## src/rtl/sound_sequencer.sv

```systemverilog
// Collision sound sequencer: plays fixed note sequences and drives the tone oscillator.
// Build option: define SOUND_SAW_EN for a sawtooth wave; otherwise a square wave is produced.

typedef enum logic {OFF = 1'b0, ON = 1'b1} MODE_TYPES;

module sound_sequencer #(
    parameter int unsigned NOTE_CYCLES = 2500000,
    parameter int unsigned GAP_CYCLES  = 250000
) (
    input  logic       clk,
    input  logic       nRst,
    input  logic       good_collision,
    input  logic       bad_collision,
    input  logic       at_max,
    output logic [8:0] freq,
    output MODE_TYPES  state,
    output logic       playSound,
    output logic [7:0] wave,
    output logic       busy
);

    localparam int unsigned MaxCycles = (NOTE_CYCLES > GAP_CYCLES) ? NOTE_CYCLES : GAP_CYCLES;
    localparam int unsigned TW        = $clog2(MaxCycles) + 1;

    localparam logic [TW-1:0] NoteLast = TW'(NOTE_CYCLES - 1);
    localparam logic [TW-1:0] GapLast  = TW'(GAP_CYCLES - 1);

    typedef enum logic [1:0] {IDLE, PLAY, GAP} seq_state_t;

    seq_state_t    fsm_q, fsm_d;
    logic [TW-1:0] timer_q, timer_d;
    logic [1:0]    idx_q, idx_d;
    logic          seq_bad_q, seq_bad_d;
    logic [7:0]    phase_q, phase_d;
    logic [1:0]    last_idx;
    logic          restart;
    logic [8:0]    note_freq;

    always_ff @(posedge clk or negedge nRst) begin
        if (!nRst) begin
            fsm_q     <= IDLE;
            timer_q   <= '0;
            idx_q     <= '0;
            seq_bad_q <= 1'b0;
            phase_q   <= '0;
        end else begin
            fsm_q     <= fsm_d;
            timer_q   <= timer_d;
            idx_q     <= idx_d;
            seq_bad_q <= seq_bad_d;
            phase_q   <= phase_d;
        end
    end

    assign last_idx = seq_bad_q ? 2'd2 : 2'd1;

    always_comb begin
        fsm_d     = fsm_q;
        timer_d   = timer_q;
        idx_d     = idx_q;
        seq_bad_d = seq_bad_q;
        restart   = 1'b0;
        unique case (fsm_q)
            IDLE: begin
                if (bad_collision || good_collision) begin
                    fsm_d     = PLAY;
                    seq_bad_d = bad_collision;
                    idx_d     = '0;
                    timer_d   = '0;
                end
            end
            PLAY: begin
                if (timer_q == NoteLast) begin
                    timer_d = '0;
                    if (idx_q == last_idx) begin
                        fsm_d = IDLE;
                        idx_d = '0;
                    end else begin
                        fsm_d = GAP;
                    end
                end else begin
                    timer_d = timer_q + 1'b1;
                end
            end
            GAP: begin
                if (timer_q == GapLast) begin
                    fsm_d   = PLAY;
                    idx_d   = idx_q + 2'd1;
                    timer_d = '0;
                end else begin
                    timer_d = timer_q + 1'b1;
                end
            end
            default: begin
                fsm_d = IDLE;
            end
        endcase

        // A game-over request pre-empts an apple sequence in progress.
        if (fsm_q != IDLE && bad_collision && !seq_bad_q) begin
            restart   = 1'b1;
            fsm_d     = PLAY;
            seq_bad_d = 1'b1;
            idx_d     = '0;
            timer_d   = '0;
        end
    end

    always_comb begin
        phase_d = phase_q;
        if (fsm_d == PLAY && (fsm_q != PLAY || restart)) begin
            phase_d = '0;
        end else if (fsm_q == PLAY && at_max) begin
            phase_d = phase_q + 8'd1;
        end
    end

    always_comb begin
        note_freq = 9'd0;
        case ({seq_bad_q, idx_q})
            3'b0_00: note_freq = 9'd262;
            3'b0_01: note_freq = 9'd392;
            3'b1_00: note_freq = 9'd330;
            3'b1_01: note_freq = 9'd262;
            3'b1_10: note_freq = 9'd196;
            default: note_freq = 9'd0;
        endcase
    end

    always_comb begin
        freq      = 9'd0;
        state     = OFF;
        playSound = 1'b0;
        wave      = 8'h00;
        if (fsm_q == PLAY) begin
            freq      = note_freq;
            state     = ON;
            playSound = 1'b1;
`ifdef SOUND_SAW_EN
            wave      = phase_q;
`else
            wave      = phase_q[7] ? 8'hFF : 8'h00;
`endif
        end
    end

    assign busy = (fsm_q != IDLE);

endmodule

```

## config.mk

```make
export PLATFORM = sky130hd
export DESIGN_NAME = sound_sequencer
export DESIGN_NICKNAME = d
export VERILOG_FILES = /design/src/rtl/sound_sequencer.sv
export SDC_FILE = /design/constraint.sdc
export NUM_CORES = 1
export LEC_CHECK = 0
export CAP_MARGIN = 20
export CORE_UTILIZATION = 30
export CTS_CLUSTER_DIAMETER = 120
export DETAILED_ROUTE_END_ITERATION = 10
export PLACE_DENSITY = 0.52
export SETUP_SLACK_MARGIN = 0.05
export SYNTH_ARGS = -nofsm -noshare
export SYNTH_HDL_FRONTEND = slang
export SYNTH_SLANG_ARGS = --single-unit
```

## constraint.sdc

```tcl
create_clock -name clk -period 4.4 [get_ports clk]
set_clock_uncertainty 0.05 [all_clocks]
set_input_delay 0.88 -clock clk [delete_from_list [all_inputs] [get_ports clk]]
set_output_delay 0.88 -clock clk [all_outputs]
set_load 0.005 [all_outputs]
```

==> results of run 1 <==
[sequential cells by signal (all words and copies together), names as in the netlist]
register and count:
idx_q 2, phase_q 8, timer_q 23, fsm_q 2
seq_bad_q 1
[report_power, final]
group	total (uW)	internal, uW	switching, uW
logic	438	201	237
clock network	250	125	125
registers	378	353	25.3
[final cells by class]
cell class | instances | area share, %
multi-input cells | 188 | 47.5
flip-flops and latches | 36 | 35.0
repair buffers | 21 | 7.98
well taps | 99 | 4.82
clock buffers | 6 | 3.21
inverters | 7 | 1.02
clock inverters | 2 | 0.389
[final timing paths]
check | startpoint | to | slack [ns] | cells past startpoint
max | fsm_q[1]$_DFF_PN0_ | wave[6] | 1.31 | 4
min | timer_q[1]$_DFFE_PN0P_ | timer_q[1]$_DFFE_PN0P_ | 0.47 | 2
max reg2reg | fsm_q[1]$_DFF_PN0_ | timer_q[16]$_DFFE_PN0P_ | 1.77 | 8
min reg2reg | timer_q[1]$_DFFE_PN0P_ | timer_q[1]$_DFFE_PN0P_ | 0.47 | 2
max in group asynchronous | nRst | timer_q[10]$_DFFE_PN0P_ | 3.14 | 1
min in group asynchronous | nRst | timer_q[4]$_DFFE_PN0P_ | 0.64 | 1
[worst reg2reg max path: cells and delay by family, from the launching register on]
kind	cells	cell delay, ns
and+or+nand+nor	4	1.10
adders and majority gates	1	0.48
DFF	1	0.43
AOI/OAI and AO/OA	1	0.17
xor gates and xnor gates	1	0.15
buffers and inverters	1	0.09
[placed cells by master, fill, tap and decap left out, types with 2 or more instances in the layout]
cell | synthesis | final
or3_1 | 2 | 2
and4_1 | 3 | 3
inv_1 | 7 | 7
nor2_1 | 35 | 35
a21oi_1 | 6 | 6
clkbuf_8 | 0 | 6
nor4_1 | 3 | 3
nand4_1 | 2 | 2
and3_1 | 9 | 9
o21a_1 | 2 | 2
nand3_1 | 12 | 12
o21ai_0 | 8 | 8
clkdlybuf4s50_1 | 0 | 20
ha_1 | 9 | 9
nor2b_1 | 6 | 6
a22o_1 | 5 | 5
clkinv_2 | 0 | 2
nand2b_1 | 4 | 4
nand2_1 | 19 | 19
nor3_2 | 2 | 2
xnor2_1 | 10 | 10
and2_1 | 4 | 4
a21boi_0 | 3 | 3
conb_1 | 1 | 3
dfrtp_1 | 36 | 36
or2_2 | 3 | 3
xor2_1 | 13 | 13
nor3_1 | 5 | 5
[layer usage]
| metal | vias up | track usage (%) | wire [um] |
|---|---|---|---|
| li1 | 854 | - | - |
| met1 | 806 | 16.8 | 2250 |
| met2 | 36 | 19.2 | 1960 |
| met3 | 3 | 2.80 | 161 |
| met4 | 0 | 3.52 | 21 |
| met5 | - | 0 | 0 |
[cells by family (layout without fill, tap and decap cells)]
logic type | Yosys count | in the layout | synth area share (%)
xor gates and xnor gates | 23 | 23 | 8.90
DFF | 36 | 36 | 39.8
AOI/OAI and AO/OA | 37 | 37 | 12.8
muxes | 2 | 2 | 0.940
and+or+nand+nor | 114 | 114 | 25.9
other | 1 | 3 | 0.166
buffers and inverters | 23 | 36 | 6.47
adders and majority gates | 9 | 9 | 4.98
[through the flow]
stage	util, %	instance area (sq um)	setup slack (ns)	hold WS (ns)
final	35.4	2570	1.31	0.471
after global routing	35.4	2570	1.11	0.514
after CTS	35.4	2570	1.26	0.472
after detailed placement	34.2	2480	1.25	0.455
after global placement	34.2	2480	1.27	0.451
after floorplan	-	2270	2.07	0.418
==> metrics, run 1 <==
outcome finished, final reports clean; Post-CTS Setup Inserts 0; final setup vio count 0; Tot Pwr 1070 uW; pin count of the biggest net entering global routing 37; Setup CP Type reg2out; Max VDD drop 124 uV; CTS sink cnt 36; Num CTS Buffers 5; slew margin rel. 44.6%; clock slew seen by the registers of the worst setup and hold paths 0.08 ns; die outline width 88.8 um; Yosys top cell by area dfrtp_1; post-route ant nets 0; DR WL/cell 12.2 um; sequential share of the synthesized area 39.8%; die height 88.8 um; Cell Rows 31; CTS Buffer Depth 2; final std cells w/o fill 359; Multi-input gate area 1220 sq um; Detail Placement HPWL 3120 um; FF+latch area 901 sq um; # port buffers 21; RSZ-0062 raised after global routing false; Worst Path Max Fanout 17; first-pass GRT wire length 7420 um; ant diodes 0; Data arrival, critical path 2.16 ns; EDFF count, synth 0; post-detailed-route via-to-cell ratio 4.73; hold_buf cts 0; HP Class reg2reg; I/O Pins 25; final WL 4400 um; fin crit period 3.09 ns; FILL cells 746; Layout Nets 273; Synth async-reset ratio 100%; global route overflow 0; # resized after CTS 0; count leader, synth dfrtp_1; share of cells above drive strength 1 8.46%; Final Hold Fails 0; vias in the first global route 1581; # H-tree levels 2; post-route setup TNS 0 ns; CP required 3.47 ns; fmax 324 MHz; CTS tree done; Placed Cells 351; period utilization 70.2%; critical path capture point type output pin; Worst Path Buf+Inv 2; Synth top area share 39.8%; core area 7250 sq um; routability cong. 0.759; crit path launch type flip-flop; Top FF cell, synth dfrtp_1; register bit total from synthesis 36; worst-path cell chain inv_1 -> ha_1 -> and2_1 -> clkdlybuf4s50_1; Unique masters post-synth 49; Initial Util 31.2%; Avg Inst Size Synth 9.23 sq um; residual DRC count 0; Worst-Skew Late Latency 0.29 ns; Tot GR Track Use 12.2%; Cells after Synth 245; initial antenna violation count 0; Static Leak 0.00108 uW; root buffer cell clkbuf_8; largest delay contributor family on the critical path buffers and inverters; Die ar. 7890 sq um; synth top area cells dfrtp_1, nor2_1, xor2_1, ha_1, xnor2_1; detailed-route via count 1699; Synth-to-Final Area Change 13.7%; Worst-Margin Slew 0.831 ns; DR iter-0 viols 64; Max Slew Vio Count 0; max cap viols 0; max incr delay on CP 0.54 ns; Yosys Warn Count 0; Post-synth top cells dfrtp_1, nor2_1, nand2_1; Mapped Area 2260 sq um; Pre-antenna DRT Iters 6; Critical-path top delay cell clkdlybuf4s50_1; PD cells 415 nW/um^2
(Power assumes the default switching activity.)
==> run 2: changes to the inputs <==
==> constraint.sdc (replaced) <==
create_clock -name clk -period 3 [get_ports clk]
set_clock_uncertainty 0.05 [all_clocks]
set_input_delay 0.6 -clock clk [delete_from_list [all_inputs] [get_ports clk]]
set_output_delay 0.6 -clock clk [all_outputs]
set_load 0.005 [all_outputs]
==> run 2 against run 1 <==
Utilization grew 0.67 points. Register-to-register slack lost 1.2 ns. Flip-flop and latch count is the same. Combinational power grew 63%. Clock-buffer cell count shrank 1. Highest routed layer unchanged. Final cell count grew 1.1%. Sequential power grew 47%. Routed wire length grew 4.4%. Largest cell class unchanged. Die area is the same.
==> metrics, run 2 (same netlist as run 1, synthesis figures left out) <==
outcome finished, final reports clean (unchanged); Sequential Power Share 32.6% (was 35.5%); I/O Pins 25 (unchanged); Placed Area 2510 sq um (was 2480 sq um); die height 88.8 um (unchanged); Pre-antenna DRT Iters 4 (was 6); Worst Path Max Fanout 13 (was 17); GR Layer Usage met3 3.92% (was 2.80%); routability cong. 0.770 (was 0.759); switching part of the total 35.2% (was 36.3%); Reg-to-Reg Start fsm_q[1]$_DFF_PN0_ (unchanged); sw power 597 uW (was 387 uW); Final Hold Fails 0 (unchanged); post-route ant nets 0 (unchanged); most frequent cells in the layout dfrtp_1, nor2_1, clkdlybuf4s50_1 (unchanged); critical path capture point type output pin (unchanged); HP Class in2async (was reg2reg); worst reg2reg path depth 8 (unchanged); CTS sink cnt 36 (unchanged); clock slew seen by the registers of the worst setup and hold paths 0.08 ns (about the same); CP required 2.35 ns (was 3.47 ns); # H-tree levels 2 (unchanged); Critical Path Source fsm_q[1]$_DFF_PN0_ (unchanged); Num CTS Buffers 5 (unchanged); CTS tree done (unchanged); hold_buf cts 0 (unchanged); die outline width 88.8 um (unchanged); max FFs per register 23 (unchanged); Data arrival, critical path 2.06 ns (was 2.16 ns); detailed-route via count 1694 (was 1699); CP endpoint wave[7] (was wave[6]); Top Registers timer_q x23, phase_q x8 (unchanged); root buffer cell clkbuf_8 (unchanged); PD cells 648 nW/um^2 (was 415 nW/um^2); Worst-Skew Late Latency 0.29 ns (about the same); RSZ-0062 raised after global routing false (unchanged); register-to-register path setup slack 0.59 ns (was 1.77 ns); DR iter-0 viols 58 (was 64); final core utilization 36.1% (was 35.4%); Initial Util 31.2% (unchanged); Post-CTS Setup Inserts 0 (unchanged); ant diodes 0 (unchanged); crit path launch type flip-flop (unchanged); FILL cells 756 (was 746); first-pass GRT wire length 7780 um (was 7420 um); clock share of power 25.4% (was 23.4%); Setup Slack @ Placement 0.257 ns (was 1.25 ns); Tot GR Track Use 12.8% (was 12.2%); CTS Buffer Depth 2 (unchanged); Reg-to-Reg End timer_q[16]$_DFFE_PN0P_ (unchanged); final setup vio count 0 (unchanged); # resized after CTS 0 (unchanged); fin crit period 2.71 ns; Gate power share 42.0% (was 41.1%); initial antenna violation count 0 (unchanged); most common cell after layout, fill and taps aside dfrtp_1 (unchanged); share of cells above drive strength 1 9.85% (was 8.46%); post-route setup TNS 0 ns (unchanged); Worst-Margin Slew 0.825 ns (was 0.831 ns); residual DRC count 0 (unchanged); max cap viols 0 (unchanged); Cell Rows 31 (unchanged); # port buffers 21 (unchanged); slew margin rel. 45.0% (was 44.6%); Max Slew Vio Count 0 (unchanged); Die ar. 7890 sq um (unchanged); pin count of the biggest net entering global routing 37 (unchanged); core area 7250 sq um (unchanged); PnR worst setup slack 0.293 ns (was 1.31 ns); post-detailed-route via-to-cell ratio 4.67 (was 4.73); Layout Nets 277 (was 273); Setup CP Type reg2out (unchanged); fmax 369 MHz; vias in the first global route 1602 (was 1581); GR Layer Usage met2 18.9% (was 19.2%); busiest layer in global routing met2 (unchanged); Detail Placement HPWL 3220 um (was 3120 um); Min Hold Slack 0.353 ns (was 0.471 ns); met1 Track Usage GR 18.3% (was 16.8%); Synth-to-Final Area Change 15.8% (was 13.7%); Static Leak 0.00110 uW (was 0.00108 uW); final WL 4590 um (was 4400 um); most flop-heavy register timer_q (unchanged); period utilization 90.2%; internal power 1100 uW (was 679 uW); DR WL/cell 12.6 um (was 12.2 um); Max VDD drop 223 uV (was 124 uV); global route overflow 0 (unchanged); post-route cell area 2620 sq um (was 2570 sq um)
==> run 2: cell types whose count changed in the layout (fill, tap and decap cells not counted), sizes merged <==
cell | previous run | this run
clkinvlp | 0 | 1
clkinv | 2 | 1
bufinv | 0 | 1
buf | 1 | 5
clkbuf | 6 | 5
==> run 2: worst min-delay path by stage <==
stage	start	depth (start not counted)	to	slack (ns)
2_1_floorplan	nRst	0	fsm_q[0]$_DFF_PN0_	0.25
3_3_place_gp	timer_q[1]$_DFFE_PN0P_	2	timer_q[1]$_DFFE_PN0P_	0.43
3_5_place_dp	timer_q[1]$_DFFE_PN0P_	2	timer_q[1]$_DFFE_PN0P_	0.44
4_1_cts	nRst	1	phase_q[1]$_DFFE_PN0P_	0.39
5_1_grt	nRst	1	timer_q[9]$_DFFE_PN0P_	0.43
6_report	nRst	1	timer_q[9]$_DFFE_PN0P_	0.35
==> run 2: worst max-delay path, stage by stage, from the launching register on <==
cell	delay [ns]
dfrtp_1	0.42
inv_1	0.09
ha_1	0.39
and2_1	0.31
clkdlybuf4s50_1	0.55
==> run 2: power groups by stage <==
stage | Clock, uW | Sequential (uW) | Combinational (uW)
finish | 432 | 554 | 713
global route | 470 | 557 | 784
CTS | 449 | 553 | 718
detailed placement | 0 | 561 | 717
global placement | 0 | 563 | 711
floorplan | 0 | 549 | 510
==> run 2: final cells by class <==
| class | instances | area (sq um) | area share, % |
|---|---|---|---|
| Timing Repair Buffer | 25 | 235 | 8.98 |
| Clock inverter | 3 | 42.5 | 1.62 |
| Tap cell | 99 | 124 | 4.73 |
| Sequential cell | 36 | 901 | 34.4 |
| Multi-Input combinational cell | 188 | 1220 | 46.7 |
| Inverter | 7 | 26.3 | 1.00 |
| Clock buffer | 5 | 68.8 | 2.63 |
==> run 2: per-stage QoR <==
| step | instances | total power, uW |
|---|---|---|
| floorplan | 247 | 1060 |
| global placement | 355 | 1270 |
| detailed placement | 355 | 1280 |
| CTS | 363 | 1720 |
| global route | 363 | 1810 |
| finish | 363 | 1700 |
==> run 2: metal layers <==
layer	part of all wire, %	vias to the layer above
li1	-	864
met1	51	797
met2	43	31
met3	4.7	2
met4	0.46	0
met5	0	-
